==> config.mk <==
export PLATFORM = sky130hd
export DESIGN_NAME = pong_motion_ctrl_flat
export DESIGN_NICKNAME = d
export VERILOG_FILES = /design/src/rtl/pong_motion_ctrl_if.sv /design/src/rtl/pong_motion_ctrl.sv /design/src/flat_wrapper.sv
export SDC_FILE = /design/constraint.sdc
export NUM_CORES = 1
export LEC_CHECK = 0
export CORE_ASPECT_RATIO = 1.2
export CORE_MARGIN = 2
export CORE_UTILIZATION = 43
export CTS_CLUSTER_SIZE = 20
export DETAILED_ROUTE_END_ITERATION = 6
export PLACE_DENSITY = 0.64
export SETUP_SLACK_MARGIN = 0.15
export SYNTH_ARGS = -nofsm -noshare
export SYNTH_HDL_FRONTEND = slang
export SYNTH_SLANG_ARGS = --single-unit
==> constraint.sdc <==
create_clock -name clk -period 9.5 [get_ports clk]
set_clock_uncertainty 0.2 [all_clocks]
set_input_delay 1.9 -clock clk [delete_from_list [all_inputs] [get_ports clk]]
set_output_delay 1.9 -clock clk [all_outputs]
set_load 0.02 [all_outputs]
==> src/rtl/pong_motion_ctrl_if.sv <==
// Signal bundle between the VGA-timed game inputs and the pong motion stage.
// The master side drives pixel counters, buttons and serve; the slave side returns object state.
interface pong_motion_ctrl_if;
   logic [9:0] pixel_x;
   logic [9:0] pixel_y;
   logic       btn_up;
   logic       btn_down;
   logic       serve;
   logic [9:0] bar_y_t;
   logic [9:0] ball_x_l;
   logic [9:0] ball_y_t;
   logic       ball_en;
   logic       hit;
   logic       miss;
   logic [1:0] state;

   modport master (
      output pixel_x, pixel_y, btn_up, btn_down, serve,
      input  bar_y_t, ball_x_l, ball_y_t, ball_en, hit, miss, state
   );

   modport slave (
      input  pixel_x, pixel_y, btn_up, btn_down, serve,
      output bar_y_t, ball_x_l, ball_y_t, ball_en, hit, miss, state
   );
endinterface

==> src/rtl/pong_motion_ctrl.sv <==
// Pong game-state stage: once per video frame moves the paddle and ball,
// resolves wall/paddle/miss events and holds registered object coordinates.
module pong_motion_ctrl #(
   parameter int SCREEN_W  = 640,
   parameter int SCREEN_H  = 480,
   parameter int WALL_X_R  = 35,
   parameter int BAR_X_L   = 600,
   parameter int BAR_H     = 72,
   parameter int BAR_V     = 4,
   parameter int BALL_SIZE = 8,
   parameter int BALL_V    = 2,
   parameter int MISS_HOLD = 60
) (
   input logic               clk,
   input logic               rst,
   pong_motion_ctrl_if.slave bus
);

   localparam int CNT_W = $clog2(MISS_HOLD + 1);

   localparam logic [9:0] BAR_INIT  = 10'((SCREEN_H - BAR_H) / 2);
   localparam logic [9:0] BAR_MAX   = 10'(SCREEN_H - BAR_H);
   localparam logic [9:0] BAR_STEP  = 10'(BAR_V);
   localparam logic [9:0] BALL_X0   = 10'((SCREEN_W - BALL_SIZE) / 2);
   localparam logic [9:0] BALL_Y0   = 10'((SCREEN_H - BALL_SIZE) / 2);
   localparam logic [9:0] BALL_Y_HI = 10'(SCREEN_H - BALL_SIZE);
   localparam logic [9:0] WALL_X    = 10'(WALL_X_R + 1);
   localparam logic [9:0] HIT_X     = 10'(BAR_X_L - BALL_SIZE);
   localparam logic [9:0] TICK_Y    = 10'(SCREEN_H + 1);

   localparam logic signed [11:0] S_V      = 12'(BALL_V);
   localparam logic signed [11:0] S_SZM1   = 12'(BALL_SIZE - 1);
   localparam logic signed [11:0] S_BARX   = 12'(BAR_X_L);
   localparam logic signed [11:0] S_BARHM1 = 12'(BAR_H - 1);
   localparam logic signed [11:0] S_WALL   = 12'(WALL_X_R + 1);
   localparam logic signed [11:0] S_X_MAX  = 12'(SCREEN_W - BALL_SIZE);
   localparam logic signed [11:0] S_Y_MAX  = 12'(SCREEN_H - BALL_SIZE);

   typedef enum logic [1:0] {
      IDLE = 2'd0,
      PLAY = 2'd1,
      MISS = 2'd2
   } state_t;

   state_t             state_q;
   logic [9:0]         bar_q;
   logic [9:0]         bx_q;
   logic [9:0]         by_q;
   logic               vx_neg;
   logic               vy_neg;
   logic               ball_en_q;
   logic               hit_q;
   logic               miss_q;
   logic [CNT_W-1:0]   cnt_q;
   logic               tick_q;

   logic               tick_now;
   logic               frame_tick;
   logic [9:0]         bar_next;
   logic signed [11:0] bx_s;
   logic signed [11:0] bar_s;
   logic signed [11:0] xn;
   logic signed [11:0] yn;
   logic               hit_cond;

   assign tick_now   = (bus.pixel_y == TICK_Y) && (bus.pixel_x == '0);
   assign frame_tick = tick_now && !tick_q;

   always_comb begin
      bar_next = bar_q;
      if (bus.btn_up && !bus.btn_down) begin
         bar_next = (bar_q < BAR_STEP) ? '0 : bar_q - BAR_STEP;
      end else if (bus.btn_down && !bus.btn_up) begin
         bar_next = (bar_q >= BAR_MAX - BAR_STEP) ? BAR_MAX : bar_q + BAR_STEP;
      end
   end

   // Collision tests use the paddle position from before this frame's button update.
   always_comb begin
      bx_s     = $signed({2'b00, bx_q});
      bar_s    = $signed({2'b00, bar_q});
      xn       = bx_s + (vx_neg ? -S_V : S_V);
      yn       = $signed({2'b00, by_q}) + (vy_neg ? -S_V : S_V);
      hit_cond = !vx_neg
               && (bx_s + S_SZM1 < S_BARX)
               && (xn + S_SZM1 >= S_BARX)
               && (yn + S_SZM1 >= bar_s)
               && (yn <= bar_s + S_BARHM1);
   end

   always_ff @(posedge clk) begin
      if (!rst) begin
         state_q   <= IDLE;
         bar_q     <= BAR_INIT;
         bx_q      <= BALL_X0;
         by_q      <= BALL_Y0;
         vx_neg    <= 1'b0;
         vy_neg    <= 1'b0;
         ball_en_q <= 1'b0;
         hit_q     <= 1'b0;
         miss_q    <= 1'b0;
         cnt_q     <= '0;
         tick_q    <= 1'b0;
      end else begin
         tick_q <= tick_now;
         hit_q  <= 1'b0;
         miss_q <= 1'b0;
         if (frame_tick) begin
            bar_q <= bar_next;
         end
         case (state_q)
            IDLE: begin
               if (frame_tick && bus.serve) begin
                  state_q   <= PLAY;
                  vx_neg    <= 1'b0;
                  vy_neg    <= 1'b0;
                  ball_en_q <= 1'b1;
               end
            end
            PLAY: begin
               if (frame_tick) begin
                  if (yn <= 12'sd0) begin
                     by_q   <= '0;
                     vy_neg <= 1'b0;
                  end else if (yn >= S_Y_MAX) begin
                     by_q   <= BALL_Y_HI;
                     vy_neg <= 1'b1;
                  end else begin
                     by_q <= yn[9:0];
                  end
                  // X events are prioritised so hit and miss can never fire together.
                  if (xn <= S_WALL) begin
                     bx_q   <= WALL_X;
                     vx_neg <= 1'b0;
                  end else if (hit_cond) begin
                     bx_q   <= HIT_X;
                     vx_neg <= 1'b1;
                     hit_q  <= 1'b1;
                  end else if (xn > S_X_MAX) begin
                     state_q   <= MISS;
                     miss_q    <= 1'b1;
                     ball_en_q <= 1'b0;
                     cnt_q     <= CNT_W'(MISS_HOLD - 1);
                  end else begin
                     bx_q <= xn[9:0];
                  end
               end
            end
            MISS: begin
               if (frame_tick) begin
                  if (cnt_q == '0) begin
                     state_q <= IDLE;
                     bx_q    <= BALL_X0;
                     by_q    <= BALL_Y0;
                     vx_neg  <= 1'b0;
                     vy_neg  <= 1'b0;
                  end else begin
                     cnt_q <= cnt_q - 1'b1;
                  end
               end
            end
            default: begin
               state_q   <= IDLE;
               ball_en_q <= 1'b0;
            end
         endcase
      end
   end

   assign bus.bar_y_t  = bar_q;
   assign bus.ball_x_l = bx_q;
   assign bus.ball_y_t = by_q;
   assign bus.ball_en  = ball_en_q;
   assign bus.hit      = hit_q;
   assign bus.miss     = miss_q;
   assign bus.state    = state_q;

endmodule

==> src/flat_wrapper.sv <==
// flat-port wrapper written by rule: the top's interface ports become plain ports
module pong_motion_ctrl_flat 
#(
   parameter int SCREEN_W  = 640,
   parameter int SCREEN_H  = 480,
   parameter int WALL_X_R  = 35,
   parameter int BAR_X_L   = 600,
   parameter int BAR_H     = 72,
   parameter int BAR_V     = 4,
   parameter int BALL_SIZE = 8,
   parameter int BALL_V    = 2,
   parameter int MISS_HOLD = 60
)
  (clk, rst, bus_pixel_x, bus_pixel_y, bus_btn_up, bus_btn_down, bus_serve, bus_bar_y_t, bus_ball_x_l, bus_ball_y_t, bus_ball_en, bus_hit, bus_miss, bus_state);
  pong_motion_ctrl_if bus_i ();
  input logic clk;
  input logic rst;
  input wire logic [$bits(bus_i.pixel_x)-1:0] bus_pixel_x;
  input wire logic [$bits(bus_i.pixel_y)-1:0] bus_pixel_y;
  input wire logic [$bits(bus_i.btn_up)-1:0] bus_btn_up;
  input wire logic [$bits(bus_i.btn_down)-1:0] bus_btn_down;
  input wire logic [$bits(bus_i.serve)-1:0] bus_serve;
  output wire logic [$bits(bus_i.bar_y_t)-1:0] bus_bar_y_t;
  output wire logic [$bits(bus_i.ball_x_l)-1:0] bus_ball_x_l;
  output wire logic [$bits(bus_i.ball_y_t)-1:0] bus_ball_y_t;
  output wire logic [$bits(bus_i.ball_en)-1:0] bus_ball_en;
  output wire logic [$bits(bus_i.hit)-1:0] bus_hit;
  output wire logic [$bits(bus_i.miss)-1:0] bus_miss;
  output wire logic [$bits(bus_i.state)-1:0] bus_state;
  assign bus_i.pixel_x = bus_pixel_x;
  assign bus_i.pixel_y = bus_pixel_y;
  assign bus_i.btn_up = bus_btn_up;
  assign bus_i.btn_down = bus_btn_down;
  assign bus_i.serve = bus_serve;
  assign bus_bar_y_t = bus_i.bar_y_t;
  assign bus_ball_x_l = bus_i.ball_x_l;
  assign bus_ball_y_t = bus_i.ball_y_t;
  assign bus_ball_en = bus_i.ball_en;
  assign bus_hit = bus_i.hit;
  assign bus_miss = bus_i.miss;
  assign bus_state = bus_i.state;
  pong_motion_ctrl #(.SCREEN_W(SCREEN_W), .SCREEN_H(SCREEN_H), .WALL_X_R(WALL_X_R), .BAR_X_L(BAR_X_L), .BAR_H(BAR_H), .BAR_V(BAR_V), .BALL_SIZE(BALL_SIZE), .BALL_V(BALL_V), .MISS_HOLD(MISS_HOLD)) u_core (.clk(clk), .rst(rst), .bus(bus_i));
endmodule
# ---- After elaboration in Yosys (flattened, before gate mapping)
# Cells that the tools add are included.
dict set report classes {
  magnitude_cmp 10
  n_eq_ne 14
  n_mux 53
  bitwise_logic 4
  addsub 9
  reduce_logical 29
}
# op count
set op_table {}
lappend op_table {{10-bit 2-to-1 mux} 15}
lappend op_table {{10-bit case mux with 2 select lines} 2}
lappend op_table {{6-bit 2-to-1 mux} 6}
lappend op_table {{11-bit by 12-bit adder with 12-bit output} 2}
lappend op_table {{12-bit by 4-bit adder with 12-bit output, second input constant} 2}
lappend op_table {{12-bit 2-to-1 mux} 2}
lappend op_table {{6-bit AND reduction} 3}
lappend op_table {{1-bit 2-to-1 mux} 16}
lappend op_table {{2-bit 2-to-1 mux} 7}
lappend op_table {{7-bit AND reduction} 2}
lappend op_table {{12-bit by 10-bit >= comparator with 1-bit output, second input constant} 1}
lappend op_table {{12-bit by 11-bit >= comparator with 1-bit output} 1}
lappend op_table {{12-bit by 11-bit >= comparator with 1-bit output, second input constant} 1}
lappend op_table {{12-bit by 11-bit > comparator with 1-bit output, second input constant} 1}
lappend op_table {{12-bit by 1-bit less-or-equal comparator with 1-bit output, second input constant} 1}
lappend op_table {{12-bit less-or-equal comparator} 1}
lappend op_table {{12-bit by 7-bit less-or-equal comparator with 1-bit output, second input constant} 1}
lappend op_table {{12-bit by 11-bit < comparator with 1-bit output, second input constant} 1}
lappend op_table {{6-bit case mux with 2 select lines} 1}
lappend op_table {{10-bit by 3-bit adder with 11-bit output, second input constant} 1}
lappend op_table {{10-bit by 7-bit adder with 11-bit output, second input constant} 1}
lappend op_table {{10-bit by 3-bit adder with 10-bit output, second input constant} 1}
lappend op_table {{10-bit by 9-bit equality test with 1-bit output, second input constant} 1}
lappend op_table {{10-bit by 9-bit >= comparator with 1-bit output, second input constant} 1}
lappend op_table {{other kinds (24)} 48}
dict set report totals {
  wordCells 130
  register_bits 44
  out_inout_bits 35
  in_bits 25
}

# ---- Depth between registers and ports, before layout
# Gate-level depths: netlist (run 1).
dict set report depth {
  ltp_word 11
  mapped_depth 19
  mapped_depth_nobuf 17
}

# ---- Worst setup path after synthesis (run 1)
# OpenSTA, ideal clock, no wires.
dict set report synth_timing {
  path_kind {flip-flop to flip-flop}
  from {register u_core.vy_neg}
  to {register u_core.state_q[1], in the netlist u_core.bus.state[1]}
  setup_ns 0.070
  path_buffers 1
  path_stages_with_launch 19
  t_required_ns 9.230
  setup_slack_ns 5.027
  t_arrival_ns 4.203
  period_less_slack_ns 4.473
  path_cell_list {dfxtp_1 -> ha_1 -> a21oi_1 -> o221ai_1 -> or3_1 -> buf_2 -> nand4_2 -> nor2_1 -> xnor2_1 -> ha_1 -> a21oi_1 -> o21ai_0 -> a21oi_1 -> a22oi_1 -> nor4b_2 -> nor3_1 -> nand2_1 -> or4b_1 -> a21oi_1}
}
dict set report synth_between {
  elab_chain_len 8
  word_cells_on_any_way 9
  cone_classes {2 x add/sub; 2 x order compare; 1 x eq/ne; 1 x mux; 3 x reduce/logical}
}
# element line
set synth_lines {}
lappend synth_lines {{start, declared} pong_motion_ctrl.sv:50} ;# logic vy_neg;
lappend synth_lines {{start signal, assigned} pong_motion_ctrl.sv:98} ;# vy_neg <= 1'b0;
lappend synth_lines {{start signal, assigned} pong_motion_ctrl.sv:116} ;# vy_neg <= 1'b0;
lappend synth_lines {{start signal, assigned} pong_motion_ctrl.sv:124} ;# vy_neg <= 1'b0;
lappend synth_lines {{12-bit 2-to-1 mux *} pong_motion_ctrl.sv:83} ;# yn = $signed({2'b00, by_q}) + (vy_neg ? -S_V : S_V);
lappend synth_lines {{11-bit by 12-bit adder with 12-bit output *} pong_motion_ctrl.sv:83}
lappend synth_lines {{12-bit by 4-bit adder with 12-bit output} pong_motion_ctrl.sv:87} ;# && (yn + S_SZM1 >= bar_s)
lappend synth_lines {{12-bit by 11-bit >= comparator with 1-bit output} pong_motion_ctrl.sv:87}
lappend synth_lines {{1-bit logical AND} pong_motion_ctrl.sv:87}
lappend synth_lines {{1-bit logical AND *} pong_motion_ctrl.sv:88} ;# && (yn <= bar_s + S_BARHM1);
lappend synth_lines {{2-bit inequality test (no source line) *} n/a}
lappend synth_lines {{7-bit AND reduction (no source line) *} n/a}
lappend synth_lines {{end signal, assigned} pong_motion_ctrl.sv:93} ;# state_q <= IDLE;
lappend synth_lines {{end signal, assigned} pong_motion_ctrl.sv:114} ;# state_q <= PLAY;
lappend synth_lines {{end signal, assigned} pong_motion_ctrl.sv:140} ;# state_q <= MISS;
lappend synth_lines {{end, declared} pong_motion_ctrl.sv:45} ;# state_t state_q;
# Every way passes the cells marked *; elsewhere a longest branch is shown, timed or not.
# A chain may end at the register's enable or synchronous reset.

# ---- Final worst setup path (run 1)
# Ends and elaborated chain as after synthesis.

==> impl_metrics.tcl, run 1 <==
set metrics [dict create \
    timing.fmax_mhz 185.0 \
    async_reset_ff_frac 0 \
    worst_path_cell_trace "ha_1 -> a211oi_1 -> nor2_1 -> xor2_2 -> and4_1 -> nand3_1 -> xnor2_1 -> ha_1 -> o22ai_1 -> nor2_1 -> a21oi_1 -> a22oi_1 -> nor4b_2 -> nor3_1 -> nand2_1 -> or4b_1 -> a21oi_1" \
    synth_top_family_by_area "compound AO/OA/AOI/OAI gates" \
    cts_hold_buffers 0 \
    track_usage 0.2191 \
    multi_input_comb_area_sq_mm 0.003477 \
    share_of_the_synthesized_area_in_the_top_cell_type 0.1762 \
    die_area_sq_mm 0.01141 \
    transition_at_the_pin_with_the_smallest_max_transition_slack_ps 878.4 \
    maxSlewViolCount 0 \
    final-instance-count-excl-fill 737 \
    maxCapViolCount 0 \
    drt.antenna.violating_nets 0 \
    worst_slew_margin_relative_to_its_limit 0.4124 \
    post_synth_mux_area_share 0.004404 \
    first_pass_iters 5 \
    final_net_count 682 \
    antennaDiodeCount 0 \
    numPlacedInstances 729 \
    number_of_synthesized_flops_with_an_enable_pin 0 \
    worst_path_maximum_fanout 17 \
    synth_cell_type_count 93 \
    final.setup.tns_ps 0 \
    syn2layout_area_growth_pct 16.90 \
    place.gp.congestion 0.8822 \
    setup-violations-final 0 \
    path_class "flop to flop" \
    grt_busiest_layer "met2" \
    postSynthRegisterBits 40 \
    via_total_after_detailed_routing 4489 \
    status "finished clean" \
    yosysMostFrequentCell "ha_1" \
    grt_setup_unrepaired "no" \
    sequential_cell_area_in_the_final_layout_sq_um 800.8 \
    drt_first_iter_violations 250 \
    cellPowerDensity_mw_per_mm2 88.81 \
    via_per_inst 6.091 \
    core_region_area_sq_mm 0.01041 \
    grt_first_pass_wirelength_mm 20.78 \
    initial_utilization 0.4365 \
    io_pins 60 \
    critPathCaptureType "flop" \
    drcViolationCount 0 \
    clock-root-buffer "clkbuf_16" \
    antenna_found_initial 0 \
    die-width_microns 97.86 \
    synthAdderAreaFrac 0.1409 \
    post-layout-total-power_w 0.0004719 \
    synth_area_sq_mm 0.004546 \
    required_ps 9520 \
    synth_compound_area_frac 0.3058 \
    first_global_vias 4293 \
    globalRoute.totalOverflow 0 \
    wl_per_cell_microns 17.10 \
    static-leakage-power_nw 2.045 \
    met2_usage 0.4032 \
    syn_area_per_cell_sq_um 8.003 \
    n_fill_cell 1023 \
    ys_top_cells_by_count "ha_1, nand2_1, nor2_1" \
    critical_path_s_slowest_cell "dfxtp_1" \
    grtUsageMet1 0.2648 \
    holdCritPathClass "flop to flop" \
    dp_hpwl_mm 9.798 \
    yosys_most_used_dff "dfxtp_1" \
    clk_latency_ps 290 \
    cts_repair_resized_insts 0 \
    worst_ep_arrival_time_ps 5420 \
    placementRows 41 \
    yosysSeqAreaShare 0.1762 \
    yosys_warnings 0 \
    post_route_cells_drive_above_1_share 0.07730 \
    cts_max_level 2 \
    numCtsBuffers 5 \
    grt_use_met3 0.02334 \
    post_synth_inst_count 568 \
    ys_top_cells_by_area "dfxtp_1, ha_1, a21oi_1" \
    critical_path.startpoint_type "flop" \
    finalHoldViolCount 0 \
    synthSimpleGateAreaFrac 0.2508 \
    xor_and_xnor_area_share_after_synthesis 0.05973 \
    vdd_drop_max_uv 55.63 \
    grt_start_max_net_pins 29 \
    cts.repair_timing.setup_buffer_count 0 \
    number_of_sinks_on_the_clock_net 40 \
    clockBufferDepth 2 \
    postRouteWirelength_mm 12.60 \
    post-route-period-util 0.5689 \
    post-route-min-period_ps 5404 \
    synthDominantAreaCellType "dfxtp_1" \
    cts.clk_slew.worst_paths_ps 60 \
    placement.io_buffers 55 \
    max_stage_delay_ps 730 \
    tritoncts_clock_tree "done" \
    die_height_microns 116.6 \
]
flip-flops by register name, indices dropped and copies added, names as in the netlist:
| register | cells |
|---|---|
| u_core.vx_neg | 1 |
| u_core.cnt_q | 6 |
| u_core.bus.ball_y_t | 9 |
| u_core.tick_q | 1 |
| u_core.vy_neg | 1 |
| u_core.bus.bar_y_t | 8 |
| u_core.bus.ball_en | 1 |
| u_core.bus.ball_x_l | 9 |
| u_core.bus.state | 2 |
| u_core.bus.hit | 1 |
| u_core.bus.miss | 1 |
kinds of logic after synthesis:
kind of cell    count (synthesis)
flops                          40
buf+inv                        64
simple gates                  207
other cells                     1
xor+xnor                       25
fa+ha+maj                      50
compound gates                179
mux                             2
power breakdown:
group,switching (W),internal (W),total (W)
Combinational,0.0000513,0.0000407,0.0000920
Sequential,0.00000594,0.000172,0.000178
Clock,0.0000705,0.000132,0.000202
Total,0.000128,0.000344,0.000472
per-layer routing:
| metal | vias to the layer above | wire (microns) |
|---|---|---|
| li1 | 2220 | - |
| met1 | 2129 | 5420 |
| met2 | 120 | 6457 |
| met3 | 20 | 452 |
| met4 | 0 | 273 |
| met5 | - | 0 |
layout by cell type, fill, tap and decap left out, types with 7 or more instances in the layout:
cell              n
nand2b_1          7
nand2_1          43
nor2_1           43
nor4_1            8
xnor2_1          17
inv_1            37
a31oi_1          14
ha_1             48
o211ai_1         14
clkdlybuf4s50_1  55
dfxtp_1          40
o21ai_0          23
nand3_1          21
a211o_1           7
a211oi_1          9
nor3_1           26
a21oi_1          33
o21a_1            7
path summary, 6_finish.rpt:
path                            slack, ps          startpoint                  end  depth (start not counted)
worst max-delay path                 4100       u_core.vy_neg  u_core.bus.state[1]                         17
worst min register to register        270  u_core.bus.ball_en   u_core.bus.ball_en                          2
worst max register to register       4100       u_core.vy_neg  u_core.bus.state[1]                         17
worst min-delay path                  270  u_core.bus.ball_en   u_core.bus.ball_en                          2
through the flow:
step	cell area [sq um]	setup slack [ps]	util	hold slack, ps
floorplan	4557	5027	-	270.4
global placement	5136	4414	0.4932	266.8
detailed placement	5136	4234	0.4932	268.4
CTS	5314	4188	0.5103	277.9
global route	5314	3746	0.5103	305.5
finish	5314	4096	0.5103	273.5
cell type report:
| type | count | share of cell area |
|---|---|---|
| multi-input combinational | 467 | 0.6543 |
| clock buffer | 6 | 0.02614 |
| timing repair buffer | 56 | 0.1050 |
| inverter | 37 | 0.02614 |
| sequential | 40 | 0.1507 |
| clock inverter | 2 | 0.007299 |
| tap | 129 | 0.03037 |
worst max-delay path: cells and delay by family (launching register included):
family                   cells  cell delay, ps
AND/OR/NAND/NOR              8            2020
AO/OA/AOI/OAI                5            1130
flip-flops                   1             730
adder cells (fa/ha/maj)      2             690
XOR/XNOR                     2             560
(Power assumes the default switching activity.)
==> run 2, diff against run 1 <==
Clock period 9.5 ns to 5.1 ns, I/O delays scaled along.
==> impl_metrics.tcl, run 2 (same netlist as run 1, synthesis figures left out) <==
set metrics [dict create \
    worst_ep_arrival_time_ps 4660 \
    final_net_count 690 \
    min_delay_path_depth 2 \
    number_of_sinks_on_the_clock_net 40 \
    status "finished clean" \
    drt.antenna.violating_nets 0 \
    worst_slew_margin_relative_to_its_limit 0.4589 \
    r2r_start "u_core.vy_neg" \
    grt_first_pass_wirelength_mm 20.75 \
    via_total_after_detailed_routing 4531 \
    vdd_drop_max_uv 107.1 \
    maxCapViolCount 0 \
    clock-root-buffer "clkbuf_16" \
    wl_per_cell_microns 16.75 \
    placementRows 41 \
    die_height_microns 116.6 \
    post_route_cells_drive_above_1_share 0.09091 \
    maxSlewViolCount 0 \
    grt_start_max_net_pins 29 \
    cts_max_level 2 \
    hold-path-endpoint "u_core.bus.ball_en" \
    timing.fmax_mhz 215.2 \
    finalInstanceArea_sq_mm 0.005381 \
    place.gp.congestion 0.9299 \
    worst-r2r-cell-count 17 \
    required_ps 5120 \
    regToRegSetupSlack_ps 450 \
    dp_hpwl_mm 9.475 \
    crit-reg2reg-capture "u_core.bus.state[1]" \
    layout_commonest_cell "clkdlybuf4s50_1" \
    globalRoute.totalOverflow 0 \
    critPathCaptureType "flop" \
    worst_path_maximum_fanout 8 \
    cts.clk_slew.worst_paths_ps 70 \
    cts_hold_buffers 0 \
    drcViolationCount 0 \
    path_class "flop to flop" \
    postRouteWirelength_mm 12.48 \
    static-leakage-power_nw 2.096 \
    n_fill_cell 1013 \
    antenna_found_initial 0 \
    first_global_vias 4294 \
    post-route-min-period_ps 4647 \
    origin_of_the_worst_min_delay_path "u_core.bus.ball_en" \
    holdCritPathClass "flop to flop" \
    die-width_microns 97.86 \
    final.setup.tns_ps 0 \
    transition_at_the_pin_with_the_smallest_max_transition_slack_ps 811.6 \
    track_usage 0.2174 \
    drt_first_iter_violations 236 \
    place_area_sq_mm 0.005181 \
    via_per_inst 6.082 \
    io_pins 60 \
    core_region_area_sq_mm 0.01041 \
    die_area_sq_mm 0.01141 \
    first_pass_iters 5 \
    post-route-period-util 0.9113 \
    setup-violations-final 0 \
    grt_setup_unrepaired "yes" \
    antennaDiodeCount 0 \
    placement.io_buffers 55 \
    clockBufferDepth 2 \
    critical_path.startpoint_type "flop" \
    syn2layout_area_growth_pct 18.39 \
    numCtsBuffers 5 \
    finalHoldViolCount 0 \
    tritoncts_clock_tree "done" \
    clk_latency_ps 290 \
    initial_utilization 0.4365 \
    cellPowerDensity_mw_per_mm2 163.6 \
    most-common-layout-cells "clkdlybuf4s50_1, ha_1, nor2_1, nand2_1, dfxtp_1" \
]
[run 2: what timing repair did]
| action | in CTS | in global routing |
|---|---|---|
| buffers inserted | 0 | 2 |
| endpoints found under the setup margin | 0 | 18 |
| resized for setup | 0 | 2 |
[run 2: through the flow]
stage,hold slack (ps),total power [W],util,cells,worst slack [ps]
2_1_floorplan,270.4,0.0004579,-,571,626.9
3_3_place_gp,265.6,0.0005054,0.4975,735,388.1
3_5_place_dp,282.1,0.0005075,0.4975,735,334.7
4_1_cts,294.9,0.0008840,0.5140,743,280.0
5_1_grt,316.0,0.0009167,0.5168,745,71.48
6_report,280.6,0.0008806,0.5168,745,452.6
[run 2: how the worst max path moves through the flow]
stage | startpoint | end | slack, ps | cells after the start
after floorplan | u_core.vy_neg | u_core.bus.state[1] | 630 | 18
after global placement | u_core.bus.ball_y_t[1] | u_core.bus.state[1] | 390 | 17
after detailed placement | u_core.bus.ball_y_t[1] | u_core.bus.state[1] | 330 | 17
after CTS | u_core.bus.ball_y_t[1] | u_core.bus.state[1] | 280 | 17
after global routing | u_core.vy_neg | u_core.bus.state[1] | 70 | 18
final | u_core.vy_neg | u_core.bus.state[1] | 450 | 17
[run 2: power by group]
group / internal (W) / switching, W / total [W]
sequential: 0.000320 / 0.0000107 / 0.000331
combinational: 0.0000777 / 0.0000971 / 0.000175
clock: 0.000233 / 0.000142 / 0.000375
total: 0.000631 / 0.000250 / 0.000881
[run 2: routing by layer]
layer,vias to the layer above,wire length [microns],global-route usage
met5,-,0,0
met4,0,240,0.06019
met3,20,448,0.02274
met2,111,6378,0.4114
met1,2163,5411,0.2615
li1,2237,-,-
[run 2: critical path, cell delays in order (launching register included)]
cell and delay [ps]:
dfxtp_1 480, ha_1 360, a21oi_1 360, o221ai_1 180, or3_1 440, nand4_2 220
nor2_1 80, xnor2_1 130, ha_1 330, a21oi_1 140, o21ai_0 100, a21oi_1 190
a22oi_1 150, nor4b_4 380, nor3_1 130, nand2_1 110, or4b_1 440, a21oi_1 150
[run 2: area by class of cell]
class                   instances  area [sq um]  share of cell area
flip-flops and latches         40         800.8              0.1488
clock inverters                 3         46.29            0.008603
clock buffers                   5         125.1             0.02325
inverters                      37         138.9             0.02581
well taps                     129         161.4             0.02999
multi-input cells             467          3491              0.6487
repair buffers                 64         618.1              0.1149
==> run 3, diff against run 2 <==
Settings changed: CAP_MARGIN from default to 25, CORE_UTILIZATION 43 to 30, PLACE_DENSITY 0.64 to 0.48.
==> impl_metrics.tcl, run 3 (same netlist as run 1, synthesis figures left out) <==
set metrics [dict create \
    dp_hpwl_mm 10.23 \
    die_height_microns 138.8 \
    placement.io_buffers 55 \
    maxSlewViolCount 0 \
    final-instance-count-excl-fill 822 \
    postRouteWirelength_mm 13.08 \
    via_per_inst 5.383 \
    timing.critical_path.from "u_core.vy_neg" \
    globalRoute.totalOverflow 0 \
    core_region_area_sq_mm 0.01490 \
    maxCapViolCount 0 \
    layout_commonest_cell "clkdlybuf4s50_1" \
    worst_path_maximum_fanout 8 \
    antenna_found_initial 0 \
    first_pass_iters 4 \
    n_fill_cell 1534 \
    multi_input_comb_area_sq_mm 0.003511 \
    sequential_cell_area_in_the_final_layout_sq_um 800.8 \
    grt_start_max_net_pins 29 \
    io_pins 60 \
    tritoncts_clock_tree "done" \
    die-width_microns 116.4 \
    syn2layout_area_growth_pct 21.22 \
    cts_max_level 2 \
    final_net_count 692 \
    placementRows 49 \
    numPlacedInstances 811 \
    critPathCaptureType "flop" \
    required_ps 5130 \
    status "finished clean" \
    clock-root-buffer "clkbuf_16" \
    die_area_sq_mm 0.01616 \
    clk_latency_ps 290 \
    post-route-min-period_ps 4582 \
    drcViolationCount 0 \
    timing.fmax_mhz 218.3 \
    via_total_after_detailed_routing 4425 \
    grt_setup_unrepaired "yes" \
    track_usage 0.1653 \
    final.setup.tns_ps 0 \
    vdd_drop_max_uv 119.2 \
    r2r_start "u_core.vy_neg" \
    cts.clk_slew.worst_paths_ps 70 \
    numCtsBuffers 5 \
    finalHoldViolCount 0 \
    path_class "flop to flop" \
    wl_per_cell_microns 15.91 \
    post-route-period-util 0.8984 \
    first_global_vias 4288 \
    post_route_cells_drive_above_1_share 0.09709 \
    regToRegSetupSlack_ps 520 \
    clockBufferDepth 2 \
    worst-r2r-cell-count 17 \
    antennaDiodeCount 0 \
    worst_slew_margin_relative_to_its_limit 0.4894 \
    static-leakage-power_nw 2.116 \
    critical_path.startpoint_type "flop" \
    place.gp.congestion 0.8520 \
    grt_first_pass_wirelength_mm 21.65 \
    setup-violations-final 0 \
    initial_utilization 0.3051 \
    drt_first_iter_violations 218 \
    number_of_sinks_on_the_clock_net 40 \
    transition_at_the_pin_with_the_smallest_max_transition_slack_ps 765.1 \
    holdCritPathClass "flop to flop" \
    cp-endpoint "u_core.bus.state[1]" \
    cellPowerDensity_mw_per_mm2 160.7 \
    worst_ep_arrival_time_ps 4610 \
    drt.antenna.violating_nets 0 \
    most-common-layout-cells "clkdlybuf4s50_1, ha_1, nor2_1, nand2_1, dfxtp_1" \
    crit-reg2reg-capture "u_core.bus.state[1]" \
]
==> run 3: repair_timing <==
| item | in CTS | in global routing |
|---|---|---|
| setup buffers | 0 | 3 |
| resized for setup | 0 | 5 |
| endpoints found under the setup margin | 0 | 15 |
| hold buffers | 0 | 0 |
==> run 3: worst min path at each step <==
stage                            from                     end  slack, ps  cells past startpoint
5_1_grt            u_core.bus.ball_en      u_core.bus.ball_en        300                      2
3_5_place_dp       u_core.bus.ball_en      u_core.bus.ball_en        270                      2
6_report           u_core.bus.ball_en      u_core.bus.ball_en        280                      2
3_3_place_gp   u_core.bus.ball_y_t[4]  u_core.bus.ball_y_t[4]        270                      2
2_1_floorplan         u_core.cnt_q[5]         u_core.cnt_q[5]        270                      2
4_1_cts            u_core.bus.ball_en      u_core.bus.ball_en        290                      2
==> run 3: worst max-delay path, stage by stage, from the launching register on <==
cell      delay, ps
dfxtp_1         500
ha_1            340
a211oi_1        400
nor2_1          150
xor2_2          320
and4_1          270
nand3_1         100
xnor2_1         150
ha_1            300
o22ai_1         160
nor2_1           50
a21oi_1         200
a22oi_1         160
nor4b_4         380
nor3_1          130
nand2_1         130
or4b_1          430
a21oi_1         140
==> run 3: per-stage QoR <==
step,utilization,instance area [sq um],worst slack (ps),hold slack [ps],power (W)
global route,0.3699,5510,140.4,295.9,0.0009293
finish,0.3699,5510,518.2,278.6,0.0008853
global placement,0.3546,5283,491.1,273.7,0.0005094
detailed placement,0.3546,5283,397.4,274.6,0.0005090
CTS,0.3661,5454,359.0,287.2,0.0008978
floorplan,-,4557,626.9,270.4,0.0004579
==> run 3: final cells by class <==
class / count / area share
Inverter: 37 / 0.02520
Clock inverter: 3 / 0.008401
Timing Repair Buffer: 66 / 0.1149
Tap cell: 204 / 0.04632
Sequential cell: 40 / 0.1453
Multi-Input combinational cell: 467 / 0.6371
Clock buffer: 5 / 0.02271
==> run 3: power breakdown <==
part | internal [W] | total [W] | switching [W]
clock | 0.000233 | 0.000382 | 0.000149
sequential | 0.000320 | 0.000332 | 0.0000115
combinational | 0.0000767 | 0.000172 | 0.0000949
==> run 3: metal layers <==
metal  track usage  vias up  share of wire
met5             0        -              0
met4       0.05764        0          0.024
met3       0.01967       19          0.020
met2        0.2867       71           0.51
met1        0.2083     2087           0.45
li1              -     2248              -
